## config.mk

```make
export PLATFORM = sky130hd
export DESIGN_NAME = multi_pulse_tracer
export DESIGN_NICKNAME = d
export VERILOG_FILES = /design/src/rtl/multi_pulse_tracer.sv
export SDC_FILE = /design/constraint.sdc
export NUM_CORES = 1
export LEC_CHECK = 0
export CORE_ASPECT_RATIO = 0.5
export CORE_MARGIN = 1
export CORE_UTILIZATION = 50
export CTS_CLUSTER_DIAMETER = 60
export CTS_CLUSTER_SIZE = 20
export DETAILED_ROUTE_END_ITERATION = 7
export PLACE_DENSITY = 0.73
export RECOVER_POWER = 100
export SLEW_MARGIN = 20
export SYNTH_ARGS = -nofsm -noshare
export SYNTH_HDL_FRONTEND = slang
export SYNTH_SLANG_ARGS = --single-unit
```

## constraint.sdc

```tcl
create_clock -name clk -period 3.63 [get_ports clk]
set_input_delay 1.089 -clock clk [delete_from_list [all_inputs] [get_ports clk]]
set_output_delay 1.089 -clock clk [all_outputs]
set_load 0.01 [all_outputs]
```

## src/rtl/multi_pulse_tracer.sv

```systemverilog
// multi_pulse_tracer: per-channel debouncer with configurable edge pulses,
// sticky event flags and overrun flags.
// Optional macro PULSE_TRACER_SYNC_EN inserts a 2-flop synchronizer on each
// noisy_in bit ahead of the debouncer.
module multi_pulse_tracer #(
    parameter int N_CH       = 4,
    parameter int STABLE_CNT = 4,
    parameter int CNT_W      = 8
) (
    input  logic            clk,
    input  logic            rst_n,
    input  logic [N_CH-1:0] noisy_in,
    input  logic [1:0]      edge_mode,
    input  logic [N_CH-1:0] evt_clr,
    output logic [N_CH-1:0] debounced,
    output logic [N_CH-1:0] pulse_out,
    output logic [N_CH-1:0] event_flag,
    output logic [N_CH-1:0] overrun
);

    localparam logic [CNT_W-1:0] CNT_LAST = CNT_W'(STABLE_CNT - 1);

    logic [N_CH-1:0]            s;
    logic [N_CH-1:0][CNT_W-1:0] cnt;
    logic [N_CH-1:0][CNT_W-1:0] cnt_next;
    logic [N_CH-1:0]            deb_next;
    logic [N_CH-1:0]            pulse_next;
    logic [N_CH-1:0]            flag_next;
    logic [N_CH-1:0]            ovr_next;

`ifdef PULSE_TRACER_SYNC_EN
    logic [N_CH-1:0] sync_meta;
    logic [N_CH-1:0] sync_out;

    // Two-stage synchronizer for the raw inputs
    always_ff @(posedge clk or negedge rst_n) begin
        if (!rst_n) begin
            sync_meta <= '0;
            sync_out  <= '0;
        end else begin
            sync_meta <= noisy_in;
            sync_out  <= sync_meta;
        end
    end

    // Debouncer samples the synchronized copy
    always_comb begin
        s = sync_out;
    end
`else
    // Debouncer samples the raw inputs directly
    always_comb begin
        s = noisy_in;
    end
`endif

    // Per-channel stability counting, level acceptance and edge qualification
    always_comb begin
        cnt_next   = cnt;
        deb_next   = debounced;
        pulse_next = '0;
        for (int unsigned i = 0; i < N_CH; i++) begin
            if (s[i] == debounced[i]) begin
                cnt_next[i] = '0;
            end else if (cnt[i] == CNT_LAST) begin
                deb_next[i]   = s[i];
                cnt_next[i]   = '0;
                pulse_next[i] = s[i] ? edge_mode[0] : edge_mode[1];
            end else begin
                cnt_next[i] = cnt[i] + CNT_W'(1);
            end
        end
    end

    // Sticky flags: a pulse beats a clear for event_flag; a clear beats a
    // pulse for overrun
    always_comb begin
        flag_next = pulse_out | (event_flag & ~evt_clr);
        ovr_next  = ~evt_clr & (overrun | (pulse_out & event_flag));
    end

    // State registers
    always_ff @(posedge clk or negedge rst_n) begin
        if (!rst_n) begin
            cnt        <= '0;
            debounced  <= '0;
            pulse_out  <= '0;
            event_flag <= '0;
            overrun    <= '0;
        end else begin
            cnt        <= cnt_next;
            debounced  <= deb_next;
            pulse_out  <= pulse_next;
            event_flag <= flag_next;
            overrun    <= ovr_next;
        end
    end

endmodule

```

==> results.md, run 1 <==
- Initial Utilization: between 50% and 60%
- Final Setup Violations: 0
- Most common cell in the netlist: dfrtp_1
- Routed Antenna Nets: 0
- Max layer used: met4
- Critical-path cell list: dlygate4sd3_1
- Max cap viols: 0
- Post-synth EDFFs: 0
- Gpl congestion: 0.835
- Net Sw Frac: 30.8%
- Post-synthesis sequential area ratio: 55.6%
- Vias in the first global route: 1427
- Final Hold Viols: 0
- Gr usage total: a little under a fifth
- Slew headroom: 23.9%
- Largest net degree at the start of global routing: between 40 and 50
- Syn Std Cell Area: 2160 sq um
- HP Class: reg2reg
- Metal3 WL: around 94 microns
- PostCTS Resize Cnt: 0
- Total core area: 4020 sq um
- CTS tree: done
- Critical path origin: debounced[1]$_DFFE_PN0P_
- Post-CTS setup buffers: 0
- Die H: about 49 microns
- First-pass GRT wire length: approximately 6400 microns
- Worst Reg-to-Reg Cells: 4
- Mapped Nets: 212
- Clock Pin Slew Worst Setup and Hold Paths: 0.09 ns
- Status: completed
- Top Ports: 28
- Num CTS Buffers: 5
- Stages on worst setup path: 1
- Critical Path Sink: debounced[1]
- Net Sw Power: 436 uW
- WS Path Type: reg2out
- Met2 WL: 1810 microns
- WL final: 3770 microns
- Synthesis-to-finish area growth: 19.8%
- Die X: 95.0 microns
- Leakage: roughly 0.0012 uW
- CTS Sinks: 48
- Top cells by area, synth: dfrtp_1, xor2_1, a21oi_1
- Largest stage delay on the critical path: just over 0.6 ns
- Antenna violations before repair: 0
- Critical-path top delay cell: dlygate4sd3_1
- Fin nets: 246
- IO buf count: 27
- CP Launch Type: flip-flop
- Final Power: 1420 uW
- CTS H-tree depth: 2
- Antenna Cells: 0
- P_int: 980 uW
- RSZ-0062 raised after global routing: no
- Grt total ovfl: 0
- Wl on met1: 1790 microns
- Share of power burned in registers: 49.6%
- Gate count of the mapped netlist: ~200
- Power per cell area: around 550 nW/um^2
- Final HPWL DP: 2640 microns
- Top_reg_cell synth: dfrtp_1
- CTS Buffer Depth: 2
- Layout cell share with drive strength beyond 1: 10.0%
- Router iterations before antenna repair: 4
- Clock power frac: around a quarter
- Maximum fanout along the worst path: 5
- DR vias: 1554
- Drt via density: about 5.5
- Synth area leader: dfrtp_1
- Cell family with most CP delay: buffers and inverters
- TNS Setup: 0 ns
- Worst r2r src: cnt[0]$_DFF_PN0_
- WP buf/inv: 1
- Post-route DRC: 0
- Latest clock arrival within the worst-skew pair: 0.30 ns
- VDD IR max: 0.253 mV
- Asr flop ratio synth: 100%
- Comb power frac: a little over a quarter
- Final Skew: 0.00409 ns
- FP Rows: 16
- Reg2Reg Setup Slack: between 2 and 2.5 ns
- FF-to-FF End: debounced[0]$_DFFE_PN0P_
- Most frequent cells after synthesis: dfrtp_1, a21oi_1, nor2_1
- Die ar.: 4610 sq um
- Min cycle time layout: 2.43 ns
- Period utilization: 67.1%
- Fmax achieved: roughly 410 MHz
- FILL cells: 311
- WP data required: 2.54 ns
- Worst-margin pin slew: about 1.1 ns
- Syn Area/Cell: between 10 and 15 sq um
- Worst Setup End Kind: output port
- Critical Path AT: about 1.4 ns
- Synth top area share: 55.6%
- CTS root buf: clkbuf_8
- Cell variety after synth: 25
- Post-synthesis register bit count: 48
- DR iter-0 viols: 29
- Slew Limit Fails: 0
- Hold buffers post-CTS: 0
- Drt wl/cell: 13.3 microns
- Yosys warnings: 0
-- cells by family after synthesis --
group / count (synthesis) / share of synthesized area [%]
AND/OR/NAND/NOR: 80 / 21.7
buffers and inverters: 4 / 0.694
AO/OA/AOI/OAI: 40 / 10.6
flip-flops: 48 / 55.6
XOR/XNOR: 16 / 6.48
multiplexers: 4 / 2.60
adder cells (fa/ha/maj): 4 / 2.31
-- power groups by stage --
| stage | clock [uW] | combinational [uW] | sequential (uW) |
|---|---|---|---|
| 2_1_floorplan | 0 | 248 | 714 |
| 5_1_grt | 372 | 421 | 716 |
| 3_3_place_gp | 0 | 391 | 710 |
| 4_1_cts | 349 | 403 | 704 |
| 6_report | 335 | 379 | 702 |
| 3_5_place_dp | 0 | 398 | 713 |
-- worst min path at each step --
stage / startpoint / to / slack (ns) / cells after the start
after global routing: cnt[8]$_DFF_PN0_ / cnt[8]$_DFF_PN0_ / 0.49 / 1
final: cnt[8]$_DFF_PN0_ / cnt[8]$_DFF_PN0_ / 0.47 / 1
after CTS: cnt[8]$_DFF_PN0_ / cnt[8]$_DFF_PN0_ / 0.47 / 1
after global placement: cnt[8]$_DFF_PN0_ / cnt[8]$_DFF_PN0_ / 0.45 / 1
after detailed placement: cnt[8]$_DFF_PN0_ / cnt[8]$_DFF_PN0_ / 0.46 / 1
after floorplan: cnt[8]$_DFF_PN0_ / cnt[8]$_DFF_PN0_ / 0.43 / 1
-- per-stage QoR --
step | cells | hold WS, ns | utilization [%] | worst slack [ns] | area, sq um
2_1_floorplan | 196 | 0.433 | - | 1.96 | 2160
3_3_place_gp | 277 | 0.448 | 62.0 | 1.32 | 2490
3_5_place_dp | 277 | 0.459 | 62.0 | 1.31 | 2490
4_1_cts | 284 | 0.470 | 64.4 | 1.24 | 2590
5_1_grt | 284 | 0.488 | 64.4 | 1.13 | 2590
6_report | 284 | 0.468 | 64.4 | 1.20 | 2590
-- layout by cell type, fill, tap and decap left out, drive strengths merged --
cell	n
nand2	12
a21o	4
clkdlybuf4s50	2
inv	4
nand3b	8
dfrtp	48
clkbuf	8
and3	4
nand3	12
a21bo	4
nor2	20
o21ai	12
xor2	12
a21oi	20
ha	4
nor3b	3
dlygate4sd3	24
nor4b	1
nor3	1
mux2	4
or3	12
nand4	4
nor4	3
xnor2	4
-- layer usage --
layer	GRT usage (%)	vias up
li1	-	768
met1	24.9	763
met2	28.8	15
met3	4.72	8
met4	8.33	0
met5	0	-
-- flip-flops by register name (all words and copies together) (netlist names) --
name,flops
event_flag,4
pulse_out,4
cnt,32
debounced,4
overrun,4
-- area by class of cell --
type	count	area (sq um)	area share, %
multi-input combinational	144	946	36.5
timing repair buffer	27	265	10.2
tap	54	67.6	2.61
clock buffer	7	96.3	3.72
sequential	48	1200	46.4
inverter	4	15.0	0.579
No activity file was read; power rests on OpenSTA's default activity.
==> run 2: changes to the inputs <==
--- a/config.mk
+++ b/config.mk
@@ -7,11 +7,11 @@
 export LEC_CHECK = 0
 export CORE_ASPECT_RATIO = 0.5
 export CORE_MARGIN = 1
-export CORE_UTILIZATION = 50
+export CORE_UTILIZATION = 49
 export CTS_CLUSTER_DIAMETER = 60
 export CTS_CLUSTER_SIZE = 20
 export DETAILED_ROUTE_END_ITERATION = 7
-export PLACE_DENSITY = 0.73
+export PLACE_DENSITY = 0.75
 export RECOVER_POWER = 100
 export SLEW_MARGIN = 20
 export SYNTH_ARGS = -nofsm -noshare
==> constraint.sdc (replaced) <==
create_clock -name clk -period 2.2 [get_ports clk]
set_input_delay 0.66 -clock clk [delete_from_list [all_inputs] [get_ports clk]]
set_output_delay 0.66 -clock clk [all_outputs]
set_load 0.01 [all_outputs]
==> run 2 against run 1 <==
Net effect: combinational power up 60%; clock power is 57% higher; final cell count rose by 0.70%; sequential cell count did not move; power up 62%; non-clock buffer count rose by 1; cell area decreased by 0.19%; global-route usage rose by 0.57 points; largest cell class unchanged.
==> results.md, run 2 (synthesized netlist as in run 1, its figures left out) <==
- Worst Reg-to-Reg Cells: 4 (unchanged)
- Critical-path cell list: dlygate4sd3_1
- Hold Startpoint: cnt[8]$_DFF_PN0_
- Initial Utilization: 53.2% (-0.53 points)
- Layout cell share with drive strength beyond 1: 7.76% (-2.2 points)
- Finished Layout Cells: 286 (+0.70%)
- IO buf count: 27 (unchanged)
- Largest net degree at the start of global routing: 30 (-39%)
- FP Rows: 16 (unchanged)
- RSZ-0062 raised after global routing: no
- Max cap viols: 0 (unchanged)
- Latest clock arrival within the worst-skew pair: 0.29 ns (about the same)
- DR iter-0 viols: 44 (+52%)
- WS Path Type: reg2out
- Largest register FFs: 32 (unchanged)
- Final Skew: 0.00483 ns (+0.000738 ns)
- Antenna violations before repair: 0 (unchanged)
- WP data required: 1.54 ns (-1.00 ns)
- WL final: 3850 microns (+2.1%)
- CTS Sinks: 48 (unchanged)
- Critical path origin: debounced[2]$_DFFE_PN0P_
- CTS root buf: clkbuf_8
- Critical Path AT: 1.35 ns (about the same)
- Leakage: 0.00118 uW (-1.4%)
- Reg2Reg Setup Slack: 0.54 ns (-1.58 ns)
- Synthesis-to-finish area growth: 19.6%
- Final Setup Violations: 0 (unchanged)
- Final instance area: 2590 sq um (-0.19%)
- Clock Pin Slew Worst Setup and Hold Paths: 0.08 ns (about the same)
- Fmax achieved: 498 MHz
- Final Hold Viols: 0 (unchanged)
- Period utilization: 91.2%
- Most common cell after layout, fill and taps aside: dfrtp_1
- Gr usage total: 19.2% (+0.57 points)
- Die H: 49.0 microns (+0.97%)
- Antenna Cells: 0 (unchanged)
- TNS Setup: 0 ns (unchanged)
- Total core area: 4060 sq um (+1.0%)
- Most frequent cells in the layout: dfrtp_1, dlygate4sd3_1, a21oi_1, nor2_1
- Num CTS Buffers: 5 (unchanged)
- Die ar.: 4700 sq um (+2.0%)
- HP Class: reg2reg
- Stages on worst setup path: 1 (unchanged)
- Router iterations before antenna repair: 4 (unchanged)
- CTS tree: done
- Drt via density: 5.44 (-0.51%)
- Routed Antenna Nets: 0 (unchanged)
- Post-CTS setup buffers: 0 (unchanged)
- VDD IR max: 0.354 mV (+40%)
- Post-route DRC: 0 (unchanged)
- CP Launch Type: flip-flop
- Die X: 95.9 microns (+0.99%)
- Worst-margin pin slew: 1.10 ns (-0.0425 ns)
- Status: completed
- Worst r2r src: cnt[8]$_DFF_PN0_
- Vias in the first global route: 1521 (+6.6%)
- Critical Path Sink: debounced[2]
- CTS Buffer Depth: 2 (unchanged)
- Top Ports: 28 (unchanged)
- Worst Setup End Kind: output port
- Maximum fanout along the worst path: 5 (unchanged)
- WP buf/inv: 1 (unchanged)
- Slew Limit Fails: 0 (unchanged)
- Power per cell area: 886 nW/um^2 (+62%)
- Reg with most FFs: cnt
- Slew headroom: 26.7% (+2.8 points)
- First-pass GRT wire length: 6840 microns (+6.2%)
- Placed cells: 278 (+0.36%)
- Largest stage delay on the critical path: 0.62 ns (about the same)
- DP Area: 2510 sq um (+0.80%)
- Final HPWL DP: 2790 microns (+5.9%)
- PostCTS Resize Cnt: 0 (unchanged)
- Grt total ovfl: 0 (unchanged)
- Cell family with most CP delay: buffers and inverters
- Drt wl/cell: 13.5 microns (+1.4%)
- Fin nets: 247 (+0.41%)
- DR vias: 1557 (+0.19%)
- Hold buffers post-CTS: 0 (unchanged)
- Critical-path top delay cell: dlygate4sd3_1
- Min cycle time layout: 2.01 ns
- CTS H-tree depth: 2 (unchanged)
- FF-to-FF End: debounced[1]$_DFFE_PN0P_
- Gpl congestion: 0.775 (-7.2%)
## run 2: how the worst min path moves through the flow
stage,cells after the start,to
CTS,1,cnt[21]$_DFF_PN0_
detailed placement,1,cnt[8]$_DFF_PN0_
finish,1,cnt[8]$_DFF_PN0_
floorplan,0,cnt[0]$_DFF_PN0_
global route,1,cnt[8]$_DFF_PN0_
global placement,1,cnt[8]$_DFF_PN0_
## run 2: routing by layer
layer / wire [microns] / share of wire (%) / vias up / GRT usage [%]
met5: 0 / 0 / - / 0
met4: 46 / 1.2 / 0 / 5.97
met3: 93 / 2.4 / 6 / 5.14
met2: 1860 / 48 / 13 / 31.1
met1: 1850 / 48 / 772 / 25.3
li1: - / - / 766 / -
## run 2: area by class of cell
cell class	count	area [sq um]
fill	329	1480
sequential	48	1200
multi-input combinational	144	928
timing repair buffer	28	284
clock buffer	8	90.1
tap	54	67.6
inverter	4	15.0
## run 2: power by group
part	internal, uW	switching (uW)	total (uW)
clock	257	271	527
combinational	298	307	605
sequential	1010	144	1160
## run 2: per-stage QoR
stage	worst slack [ns]	hold slack, ns	utilization [%]	total power [uW]
after global routing	0.143	0.490	63.6	2450
after floorplan	0.826	0.364	-	1590
after CTS	0.241	0.316	64.1	2380
final	0.194	0.466	63.6	2290
after detailed placement	0.291	0.453	61.9	1840
after global placement	0.342	0.455	61.9	1820
